### src/rtl/audio_sched_pkg.sv
// audio_sched_pkg: shared states, default width and the scale/clamp helper for the voice scheduler
package audio_sched_pkg;
    typedef enum logic [1:0] {IDLE, GATHER, SCALE, PRESENT} state_e;
    localparam int DW_DEF = 16;
    function automatic logic signed [31:0] sat_scale(input logic signed [31:0] acc, input logic [2:0] shift, input int dw);
        logic signed [31:0] s;
        logic signed [31:0] hi;
        logic signed [31:0] lo;
        s  = acc >>> shift;
        hi = (32'sd1 <<< (dw - 1)) - 32'sd1;
        lo = -hi - 32'sd1;
        return (s > hi) ? hi : (s < lo) ? lo : s;
    endfunction
endpackage

### src/rtl/audio_sat_scale.sv
// audio_sat_scale: arithmetic right shift of one accumulator followed by a clamp to DW signed bits
module audio_sat_scale
    import audio_sched_pkg::*;
#(
    parameter int ACC_W = 18,
    parameter int DW    = DW_DEF
) (
    input  logic signed [ACC_W-1:0] acc_i,
    input  logic        [2:0]       shift_i,
    output logic signed [DW-1:0]    data_o
);
    always_comb data_o = DW'(sat_scale(32'(acc_i), shift_i, DW));
endmodule

### src/rtl/audio_voice_scheduler.sv
// audio_voice_scheduler: per-frame round-robin gather of stereo voices, scaled and
// saturated mix presented to the audio core's left/right sinks
module audio_voice_scheduler
    import audio_sched_pkg::*;
#(
    parameter int NUM_VOICES = 4,
    parameter int DW         = DW_DEF
) (
    input  logic                     clk,
    input  logic                     reset,
    input  logic [NUM_VOICES*DW-1:0] voice_data_l,
    input  logic [NUM_VOICES*DW-1:0] voice_data_r,
    input  logic [NUM_VOICES-1:0]    voice_valid,
    output logic [NUM_VOICES-1:0]    voice_ready,
    input  logic [NUM_VOICES-1:0]    voice_enable,
    input  logic [2:0]               vol_shift,
    output logic [DW-1:0]            left_data,
    output logic                     left_valid,
    input  logic                     left_ready,
    output logic [DW-1:0]            right_data,
    output logic                     right_valid,
    input  logic                     right_ready,
    output logic [15:0]              underrun_count,
    output logic [15:0]              frame_count,
    output logic                     busy
);
    localparam int IW    = $clog2(NUM_VOICES);
    localparam int ACC_W = DW + IW;

    state_e                   state_q, state_d;
    logic [IW-1:0]            idx_q, idx_d;
    logic signed [ACC_W-1:0]  acc_l_q, acc_l_d, acc_r_q, acc_r_d;
    logic signed [DW-1:0]     ld_q, ld_d, rd_q, rd_d, sc_l, sc_r, cur_l, cur_r;
    logic                     lv_q, lv_d, rv_q, rv_d, busy_q;
    logic [15:0]              und_q, und_d, frm_q, frm_d;
    logic                     take, miss;

    audio_sat_scale #(.ACC_W(ACC_W), .DW(DW)) u_sat_l (.acc_i(acc_l_q), .shift_i(vol_shift), .data_o(sc_l));
    audio_sat_scale #(.ACC_W(ACC_W), .DW(DW)) u_sat_r (.acc_i(acc_r_q), .shift_i(vol_shift), .data_o(sc_r));

    always_comb begin
        voice_ready = '0;
        if (state_q == GATHER) voice_ready[idx_q] = voice_enable[idx_q];
    end

    assign cur_l = voice_data_l[idx_q*DW +: DW];
    assign cur_r = voice_data_r[idx_q*DW +: DW];
    assign take  = voice_ready[idx_q] & voice_valid[idx_q];
    assign miss  = voice_ready[idx_q] & ~voice_valid[idx_q];

    always_comb begin
        state_d = state_q;
        idx_d   = idx_q;
        acc_l_d = acc_l_q;
        acc_r_d = acc_r_q;
        ld_d    = ld_q;
        rd_d    = rd_q;
        lv_d    = lv_q;
        rv_d    = rv_q;
        und_d   = und_q;
        frm_d   = frm_q;
        case (state_q)
            IDLE: begin
                acc_l_d = '0;
                acc_r_d = '0;
                idx_d   = '0;
                state_d = GATHER;
            end
            GATHER: begin
                acc_l_d = take ? acc_l_q + ACC_W'(cur_l) : acc_l_q;
                acc_r_d = take ? acc_r_q + ACC_W'(cur_r) : acc_r_q;
                und_d   = (miss && und_q != 16'hFFFF) ? und_q + 16'd1 : und_q;
                idx_d   = idx_q + IW'(1);
                state_d = (idx_q == IW'(NUM_VOICES - 1)) ? SCALE : GATHER;
            end
            SCALE: begin
                ld_d    = sc_l;
                rd_d    = sc_r;
                lv_d    = 1'b1;
                rv_d    = 1'b1;
                state_d = PRESENT;
            end
            default: begin
                lv_d = lv_q & ~left_ready;
                rv_d = rv_q & ~right_ready;
                // Frame completes only once both channels have been taken, in either order
                if (!lv_d && !rv_d) begin
                    frm_d   = frm_q + 16'd1;
                    state_d = IDLE;
                end
            end
        endcase
    end

    always_ff @(posedge clk) begin
        if (reset) begin
            state_q <= IDLE;
            idx_q   <= '0;
            acc_l_q <= '0;
            acc_r_q <= '0;
            ld_q    <= '0;
            rd_q    <= '0;
            lv_q    <= 1'b0;
            rv_q    <= 1'b0;
            und_q   <= '0;
            frm_q   <= '0;
            busy_q  <= 1'b0;
        end else begin
            state_q <= state_d;
            idx_q   <= idx_d;
            acc_l_q <= acc_l_d;
            acc_r_q <= acc_r_d;
            ld_q    <= ld_d;
            rd_q    <= rd_d;
            lv_q    <= lv_d;
            rv_q    <= rv_d;
            und_q   <= und_d;
            frm_q   <= frm_d;
            busy_q  <= (state_d != IDLE);
        end
    end

    assign left_data      = ld_q;
    assign right_data     = rd_q;
    assign left_valid     = lv_q;
    assign right_valid    = rv_q;
    assign underrun_count = und_q;
    assign frame_count    = frm_q;
    assign busy           = busy_q;
endmodule
### config.mk
export PLATFORM = sky130hd
export DESIGN_NAME = audio_voice_scheduler
export DESIGN_NICKNAME = d
export VERILOG_FILES = /design/src/rtl/audio_sched_pkg.sv /design/src/rtl/audio_sat_scale.sv /design/src/rtl/audio_voice_scheduler.sv
export SDC_FILE = /design/constraint.sdc
export NUM_CORES = 1
export LEC_CHECK = 0
export CORE_ASPECT_RATIO = 1.5
export CORE_MARGIN = 4
export CORE_UTILIZATION = 53
export DETAILED_ROUTE_END_ITERATION = 7
export PLACE_DENSITY = 0.86
export SLEW_MARGIN = 20
export SYNTH_ARGS = -nofsm -noshare
export SYNTH_HDL_FRONTEND = slang
export SYNTH_SLANG_ARGS = --single-unit
export TNS_END_PERCENT = 1
### constraint.sdc
create_clock -name clk -period 6.7 [get_ports clk]
set_input_delay 1.34 -clock clk [delete_from_list [all_inputs] [get_ports clk]]
set_output_delay 1.34 -clock clk [all_outputs]
set_load 0.02 [all_outputs]
==> impl_metrics.csv, run 1 <==
group,metric,value,unit
global_routing,overflow,0,
clocking,cts_sinks,107,
sta,skew,0.00870,ns
status,outcome,"completed",
floorplanning,die_h,154,µm
power_and_ir_drop,peakVddDrop,0.102,mV
finish,drive_gt1_share,10.1,%
clocking,cts_buffer_depth,2,
setup_path,cp.required,5.36,ns
global_routing,grt_max_degree,57,
floorplanning,initial_utilization,53.9,%
sta,report.final.slew_viol_count,0,
global_routing,grt_pass1_wl,34.7,mm
placement,io_buffer_count,213,
clocking,cts-root-buf,"clkbuf_16",
global_routing,grt_pass1_vias,7356,
finish,fin_nets,1197,
setup_path,max_stage_delay,0.55,ns
floorplanning,die_x,105,µm
clocking,insertion_delay,0.36,ns
global_routing,antenna_found_initial,0,
synthesis,ys_types,59,
routing,viasPerCell,5.99,
sta,worst_pin_slew,0.895,ns
global_routing,grt_usage,26.1,%
routing,drt_wl_total,21.3,mm
synthesis,yosysTopAreaCell,"dfxtp_1",
setup_path,critical_path_class,"in2out",
floorplanning,core_area,14000,µm²
synthesis,synth.net_count,1016,
routing,firstDrtPassIters,5,
floorplanning,io_pins,214,
synthesis,synthArstFlopShare,0,%
synthesis,synthesis.instances,831,
setup_path,path_cells,"clkdlybuf4s50_1 -> mux4_2 -> and3_1 -> clkdlybuf4s50_1",
synthesis,synth_warnings,0,
clocking,path_clk_slew,0.07,ns
setup_path,arrival,3.10,ns
run,maxCapViolCount,0,
routing,drc,0,
clocking,cts_setup_buffers,0,
sta,tns,0,ns
clocking,cts-buffers-inserted,9,
floorplanning,dieArea,16200,µm²
power_and_ir_drop,p_leak,3.65,nW
floorplanning,fp-row-count,53,
sta,finalSetupViolations,0,
placement,dpl.hpwl,16.5,mm
clocking,postCtsHoldBufs,0,
setup_path,crit_path_frequent_cell,"clkdlybuf4s50_1",
setup_path,path_buf_inv,2,
sta,clock.fmax,225,MHz
clocking,cts_tree,"yes",
placement,place_congestion,0.887,
worst_hold_path,hold_class,"reg2reg",
sta,fin_crit,4.44,ns
setup_path,cp_slowest_cell,"mux4_2",
finish,diodes,0,
routing,drtAntennaViolNets,0,
setup_path,cp-end-kind,"primary output",
setup_path,critPathMaxFanout,6,
setup_path,rrSetupSlack,2.59,ns
synthesis,synth_top_area_share,28.4,%
synthesis,yosys-top-cells-area,"dfxtp_1 28%, mux4_2 17%, ha_1 6.6%, nor2_1 5.3%, a21oi_1 3.9%",
synthesis,synth_seq_cells,107,
synthesis,synth_edf_count,0,
sta,rsz0062_at_grt,"false",
setup_path,setup.worst_path.start_class,"primary input",
sta,finalCritPeriodShare,66.2,%
placement,dpl_cell_area,9760,µm²
synthesis,seq_area_frac_synth,28.4,%
routing,via_count,7244,
clocking,cts_resized,0,
finish,design_area,10100,µm²
sta,slew_headroom,40.3,%
routing,routedWlPerCell,17.6,µm
synthesis,ys.flop_type,"dfxtp_1",
finish,fillers,1064,
setup_path,critPathTopFamily,"buffers and inverters",
routing,drt_iter0_markers,389,
synthesis,synth_area,7540,µm²
clocking,cts_max_level,3,
power_and_ir_drop,powerDensity,173,nW/µm²
synthesis,avgSynthCellArea,9.07,µm²
finish,area_growth,34.0,%
sta,hold_violations,0,
==> where the power goes <==
| group | leakage [nW] | internal [W] | total (W) | switching (W) |
|---|---|---|---|---|
| Sequential | 0.867 | 0.000657 | 0.000696 | 0.0000389 |
| Combinational | 2.62 | 0.000250 | 0.000471 | 0.000221 |
| Clock | 0.161 | 0.000340 | 0.000586 | 0.000245 |
| Total | 3.65 | 0.00125 | 0.00175 | 0.000506 |
==> state kept, by name (all words and copies together), names as in the netlist <==
register / cells
acc_l_q: 18
acc_r_q: 18
busy: 1
frame_count: 16
idx_q: 2
left_data: 16
left_valid: 1
right_data: 16
right_valid: 1
state_q: 2
underrun_count: 16
==> tightest hold or removal path: stages, from the launching register on <==
cell     delay (ns)
dfxtp_1        0.31
nor2_1         0.09
nor3_1         0.04
==> kinds of logic (layout without fill, tap and decap cells) <==
logic type / count (synthesis) / count (layout) / share of synthesized area [%]
AOI/OAI and AO/OA: 200 / 200 / 17.1
xor gates and xnor gates: 50 / 50 / 5.81
adders and majority gates: 42 / 42 / 7.17
buffers and inverters: 72 / 258 / 3.77
DFF: 107 / 107 / 28.4
muxes: 84 / 84 / 20.8
and+or+nand+nor: 276 / 276 / 16.9
==> synth_stat cells (2+ instances only) <==
library cell	number
nand4_1	7
nor3_1	29
ha_1	40
o31ai_1	3
mux2i_1	15
or3b_2	2
and3_1	10
buf_2	5
mux4_2	57
inv_1	23
o21ai_0	49
a221oi_1	2
or3_1	9
o41ai_1	2
and2_1	4
nand2b_1	6
nand3b_1	3
a211oi_1	19
nand4b_1	2
o221ai_1	2
nand2_1	58
a22oi_1	20
clkbuf_1	38
a21oi_1	59
o211ai_1	6
a221o_1	2
nor4_1	6
dfxtp_1	107
fa_1	2
a41o_1	2
nor2b_1	11
nand3_1	19
mux2_2	12
and4_1	2
a21o_1	9
a31oi_1	4
a211o_1	2
o21bai_1	2
o21a_1	5
xnor2_1	26
nor2_1	106
xor2_1	24
buf_1	4
==> final timing paths <==
path                               endpoint                       from  cells past startpoint
setup reg to reg   acc_l_q[17]$_SDFFE_PP0P_      idx_q[0]$_SDFFE_PP0P_                      9
hold / removal    left_data[5]$_SDFFE_PP0P_  left_data[5]$_SDFFE_PP0P_                      2
hold reg to reg   left_data[5]$_SDFFE_PP0P_  left_data[5]$_SDFFE_PP0P_                      2
setup / recovery             voice_ready[3]            voice_enable[2]                      4
==> placed cells by master, fill, tap and decap left out, drive strengths merged, types with 4 or more instances in the layout <==
cell type      Yosys  final
a211oi            19     19
a21o               9      9
a21oi             59     59
a22oi             20     20
a31oi              4      4
and2               5      5
and3              10     10
buf               10      7
clkbuf            38     11
clkdlybuf4s50      0    211
dfxtp            107    107
ha                40     40
inv               24     26
mux2              12     12
mux2i             15     15
mux4              57     57
nand2             58     58
nand2b             6      6
nand3             19     19
nand4              7      7
nor2             106    106
nor2b             11     11
nor3              29     29
nor4               6      6
o211ai             6      6
o21a               5      5
o21ai             49     49
or3                9      9
xnor2             26     26
xor2              24     24
==> stage by stage <==
| stage | setup WS, ns | power (W) | hold WS, ns | utilization [%] | cells |
|---|---|---|---|---|---|
| floorplan | 3.12 | 0.00101 | 0.456 | - | 831 |
| global placement | 2.26 | 0.00116 | 0.472 | 69.7 | 1193 |
| detailed placement | 2.24 | 0.00117 | 0.478 | 69.7 | 1193 |
| CTS | 2.26 | 0.00175 | 0.491 | 72.1 | 1209 |
| global route | 2.15 | 0.00183 | 0.507 | 72.2 | 1209 |
| finish | 2.26 | 0.00175 | 0.490 | 72.2 | 1209 |
==> area by class of cell <==
type	count	area, µm²	area share, %
multi-input combinational	652	5140	50.9
sequential	107	2140	21.2
inverter	24	90.1	0.892
tap	192	240	2.38
timing repair buffer	218	2160	21.4
clock buffer	11	243	2.40
clock inverter	5	82.6	0.817
==> layer usage <==
layer,GRT usage [%],wire length [µm],share of wire [%],vias up
met1,29.6,8090,38,3435
li1,-,-,-,3460
met5,0,0,0,-
met4,10.0,596,2.8,0
met3,4.07,1240,5.8,44
met2,48.5,11400,53,305
Note: power is estimated with default switching activity, not from simulation.
==> run 2: changes to the inputs <==
Settings changed: CORE_UTILIZATION 53 to 49, PLACE_DENSITY 0.86 to 0.8.
Clock period 6.7 ns to 4.4 ns, I/O delays scaled along.
==> impl_metrics.csv, run 2 (synthesis gave the netlist of run 1 again) <==
group,metric,value,unit
clocking,cts_sinks,107,
sta,report.final.slew_viol_count,0,
clocking,cts_setup_buffers,0,
sta,tns,0,ns
setup_path,critPathMaxFanout,6,
sta,rsz0062_at_grt,"false",
clocking,path_clk_slew,0.07,ns
sta,clock.fmax,287,MHz
routing,firstDrtPassIters,5,
finish,drive_gt1_share,10.8,%
setup_path,setup.worst_path.start_class,"primary input",
setup_path,path_cells,"clkdlybuf4s50_1 -> mux4_2 -> and3_1 -> clkdlybuf4s50_1",
setup_path,crit_path_frequent_cell,"clkdlybuf4s50_1",
global_routing,grt_max_degree,67,
floorplanning,core_area,15100,µm²
finish,fin_nets,1206,
power_and_ir_drop,p_leak,3.66,nW
routing,drt_wl_total,20.0,mm
finish,fin_util,67.2,%
routing,drtAntennaViolNets,0,
clocking,insertion_delay,0.35,ns
routing,routedWlPerCell,16.3,µm
floorplanning,dieArea,17500,µm²
clocking,cts-root-buf,"clkbuf_16",
sta,slew_headroom,42.2,%
finish,diodes,0,
placement,dpl.hpwl,16.0,mm
setup_path,max_stage_delay,0.56,ns
floorplanning,io_pins,214,
floorplanning,fp-row-count,55,
global_routing,grt_pass1_vias,7005,
setup_path,cp_slowest_cell,"mux4_2",
sta,fin_crit,3.48,ns
status,outcome,"completed",
sta,hold_violations,0,
power_and_ir_drop,peakVddDrop,0.178,mV
finish,fin_cells,1225,
global_routing,grt_pass1_wl,33.1,mm
sta,skew,0.00913,ns
clocking,cts_max_level,3,
setup_path,arrival,2.60,ns
routing,drc,0,
placement,dpl_cell_area,9840,µm²
sta,finalSetupViolations,0,
floorplanning,die_h,160,µm
clocking,cts_buffer_depth,2,
power_and_ir_drop,powerDensity,251,nW/µm²
finish,area_growth,34.2,%
finish,design_area,10100,µm²
finish,reg_top3,"acc_l_q x18, acc_r_q x18",
setup_path,cp-end-kind,"primary output",
clocking,cts_resized,0,
global_routing,grt_usage,23.2,%
run,maxCapViolCount,0,
worst_hold_path,hold_class,"reg2reg",
floorplanning,initial_utilization,50.0,%
setup_path,cp.required,3.52,ns
finish,final_common_cell,"clkdlybuf4s50_1",
global_routing,overflow,0,
sta,worst_pin_slew,0.867,ns
floorplanning,die_x,109,µm
finish,layout_common_cells,"211 x clkdlybuf4s50_1, 105 x nor2_1, 105 x dfxtp_1",
sta,finalCritPeriodShare,79.1,%
placement,place_congestion,0.913,
setup_path,critical_path_class,"in2out",
routing,drt_iter0_markers,390,
placement,io_buffer_count,213,
placement,placed_cells,1209,
clocking,cts-buffers-inserted,9,
global_routing,antenna_found_initial,0,
routing,via_count,7100,
clocking,postCtsHoldBufs,0,
routing,viasPerCell,5.80,
clocking,cts_tree,"yes",
==> run 2: cell count changes in the layout (fill, tap and decap cells not counted), moves of 2 or more <==
cell	delta
inv_6	-2
bufinv_16	-2
inv_8	+2
buf_4	+9
clkinvlp_4	+4
==> run 2: path summary, 6_finish.rpt <==
path,startpoint,slack [ns],endpoint,cells after the start
min,left_data[5]$_SDFFE_PP0P_,0.49,left_data[5]$_SDFFE_PP0P_,2
max,voice_enable[3],0.92,voice_ready[2],4
min reg2reg,left_data[5]$_SDFFE_PP0P_,0.49,left_data[5]$_SDFFE_PP0P_,2
max reg2reg,idx_q[0]$_SDFFE_PP0P_,1.03,acc_r_q[16]$_SDFFE_PP0P_,12
==> run 2: cell type report <==
type,count,area [µm²]
inverter,24,90.1
clock buffer,9,225
fill,1180,4950
multi-input combinational,652,5120
timing repair buffer,227,2230
sequential,107,2140
tap,199,249
clock inverter,7,61.3
==> run 2: per-layer routing <==
layer / vias to the layer above / part of all wire (%) / GRT usage [%]
li1: 3480 / - / -
met5: - / 0 / 0
met3: 30 / 4.9 / 3.68
met1: 3361 / 40 / 28.2
met2: 229 / 53 / 41.7
met4: 0 / 1.7 / 6.58
==> run 2: power by group <==
part	total, W	internal (W)	switching, W	leakage (nW)
clock network	0.000779	0.000393	0.000386	0.128
registers	0.00105	0.00100	0.0000509	0.867
logic	0.000716	0.000383	0.000333	2.67
total	0.00254	0.00178	0.000769	3.66
==> run 2: worst max-delay path, delay by kind of cell <==
| family | cells | cell delay (ns) |
|---|---|---|
| muxes | 1 | 0.56 |
| and+or+nand+nor | 1 | 0.22 |
| buffers and inverters | 2 | 0.94 |
==> run 2: metrics by stage <==
step           total power (W)  worst slack [ns]  hold slack [ns]
2_1_floorplan          0.00154             0.986            0.456
3_3_place_gp           0.00177             0.607            0.471
3_5_place_dp           0.00178             0.567            0.482
4_1_cts                0.00256             0.919            0.496
5_1_grt                0.00268             0.708            0.526
6_report               0.00254             0.917            0.493
==> run 3: changes to the inputs <==
Settings changed: CORE_UTILIZATION 49 to 44, PLACE_DENSITY 0.8 to 0.76.
Clock period 4.4 ns to 3.1 ns, I/O delays scaled along.
==> impl_metrics.csv, run 3 (synthesis gave the netlist of run 1 again) <==
group,metric,value,unit
status,outcome,"completed",
finish,final_common_cell,"clkdlybuf4s50_1",
finish,reg_top3,"acc_l_q x18, acc_r_q x18",
setup_path,reg2reg_from,"idx_q[0]$_SDFFE_PP0P_",
setup_path,path_cells,"clkdlybuf4s50_1 -> mux4_2 -> ha_4 -> inv_2 -> fa_2 -> nor2b_1 -> o211ai_1 -> a31oi_2 -> o21ai_1 -> or3b_4 -> a32o_1",
finish,drive_gt1_share,17.1,%
placement,dpl_cell_area,10300,µm²
setup_path,critPathTopFamily,"compound AO/OA/AOI/OAI gates",
floorplanning,initial_utilization,44.8,%
routing,drtAntennaViolNets,0,
finish,area_growth,43.3,%
clocking,cts_sinks,107,
routing,via_count,7318,
routing,routedWlPerCell,16.3,µm
global_routing,use_met2,40.0,%
floorplanning,die_x,115,µm
routing,drc,0,
setup_path,cp.required,3.34,ns
floorplanning,fp-row-count,58,
finish,diodes,0,
clocking,cts_tree,"yes",
sta,worst_pin_slew,0.821,ns
finish,design_area,10800,µm²
global_routing,use_met3,2.88,%
sta,clock.fmax,331,MHz
floorplanning,core_area,16800,µm²
power_and_ir_drop,p_leak,4.06,nW
routing,viasPerCell,5.62,
sta,finalSetupViolations,0,
finish,fin_util,64.2,%
sta,skew,0.00897,ns
clocking,cts-buffers-inserted,9,
routing,drt_wl_total,21.3,mm
placement,dpl.hpwl,17.2,mm
sta,fin_crit,3.02,ns
sta,report.final.slew_viol_count,0,
clocking,postCtsHoldBufs,0,
worst_hold_path,whs_path_depth,2,
finish,fin_nets,1272,
power_and_ir_drop,power,0.00390,W
setup_path,arrival,3.26,ns
global_routing,antenna_found_initial,0,
worst_hold_path,hold_class,"reg2reg",
worst_hold_path,holdPathEnd,"right_data[15]$_SDFFE_PP0P_",
global_routing,grt_usage,21.5,%
placement,io_buffer_count,213,
setup_path,setup.worst_path.start_class,"primary input",
power_and_ir_drop,peakVddDrop,0.302,mV
run,maxCapViolCount,0,
placement,place_congestion,0.888,
global_routing,grt_pass1_vias,7356,
worst_hold_path,hold_start,"right_data[15]$_SDFFE_PP0P_",
sta,finalCritPeriodShare,97.4,%
setup_path,critPathMaxFanout,3,
routing,firstDrtPassIters,5,
setup_path,cp-end-kind,"register",
clocking,cts_max_level,3,
setup_path,r2r-end,"acc_l_q[16]$_SDFFE_PP0P_",
clocking,insertion_delay,0.35,ns
floorplanning,dieArea,19300,µm²
floorplanning,die_h,168,µm
floorplanning,io_pins,214,
setup_path,r2r.worst_path.cells,13,
setup_path,critical_path_class,"in2reg",
global_routing,top_usage_layer,"met2",
power_and_ir_drop,powerDensity,361,nW/µm²
clocking,cts-root-buf,"clkbuf_16",
setup_path,rrSetupSlack,0.11,ns
finish,layout_common_cells,"207 x clkdlybuf4s50_1, 105 x nor2_1, 105 x dfxtp_1",
sta,rsz0062_at_grt,"true",
global_routing,overflow,0,
setup_path,cp_slowest_cell,"mux4_2",
clocking,path_clk_slew,0.07,ns
routing,drt_iter0_markers,575,
setup_path,path_buf_inv,2,
global_routing,grt_pass1_wl,34.4,mm
setup_path,max_stage_delay,0.51,ns
global_routing,use_met1,24.9,%
global_routing,grt_max_degree,75,
sta,slew_headroom,45.0,%
sta,hold_violations,0,
clocking,cts_buffer_depth,2,
run 3: how the worst max path moves through the flow:
stage                               start  cells after the start                       end
CTS                       voice_data_l[1]                     10  acc_l_q[17]$_SDFFE_PP0P_
global route        idx_q[0]$_SDFFE_PP0P_                     11  acc_r_q[17]$_SDFFE_PP0P_
detailed placement        voice_data_l[1]                     10  acc_l_q[17]$_SDFFE_PP0P_
global placement         voice_data_l[49]                     10  acc_l_q[17]$_SDFFE_PP0P_
finish                   voice_data_r[48]                     11   acc_r_q[8]$_SDFFE_PP0P_
floorplan           idx_q[0]$_SDFFE_PP0P_                     12   acc_r_q[8]$_SDFFE_PP0P_
run 3: worst reg2reg max path, cell delays in order, from the launching register on:
cell and delay (ns):
dfxtp_2 0.36, buf_12 0.17, buf_12 0.13, mux4_2 0.34, ha_1 0.20, inv_1 0.07
fa_1 0.38, nor2b_1 0.16, o211ai_1 0.12, a21o_1 0.20, o21ba_2 0.24, nor2_1 0.17
mux2i_1 0.09, a221o_1 0.25
run 3: layer usage:
metal | vias to the layer above | wire length (µm)
met4 | 0 | 514
met3 | 38 | 1010
met1 | 3456 | 8490
li1 | 3604 | -
met5 | - | 0
met2 | 220 | 11300
run 3: cell type report:
cell class	count	area (µm²)
Tap cell	210	263
Clock buffer	11	243
Clock inverter	5	82.6
Timing Repair Buffer	293	2790
Sequential cell	107	2140
Fill cell	1411	6030
Inverter	24	90.1
Multi-Input combinational cell	652	5190
run 3: timing repair:
item                       CTS  global route
pin swaps                    0             6
setup endpoints to repair    4            14
resized for setup            4            15
buffers inserted             0             9
run 3: per-stage QoR:
stage | setup TNS (ns) | hold slack, ns | worst slack [ns] | instances
after floorplan | -0.0103 | 0.456 | -0.0103 | 831
after global placement | -3.25 | 0.473 | -0.341 | 1277
after detailed placement | -4.10 | 0.479 | -0.356 | 1277
after CTS | 0 | 0.496 | 0.00270 | 1293
after global routing | -0.273 | 0.516 | -0.0632 | 1302
final | 0 | 0.492 | 0.0793 | 1302
run 3: report_power, final:
group	internal [W]	switching [W]	leakage, nW
clock network	0.000735	0.000511	0.161
registers	0.00142	0.0000733	0.867
logic	0.000655	0.000510	3.04
total	0.00281	0.00109	4.06
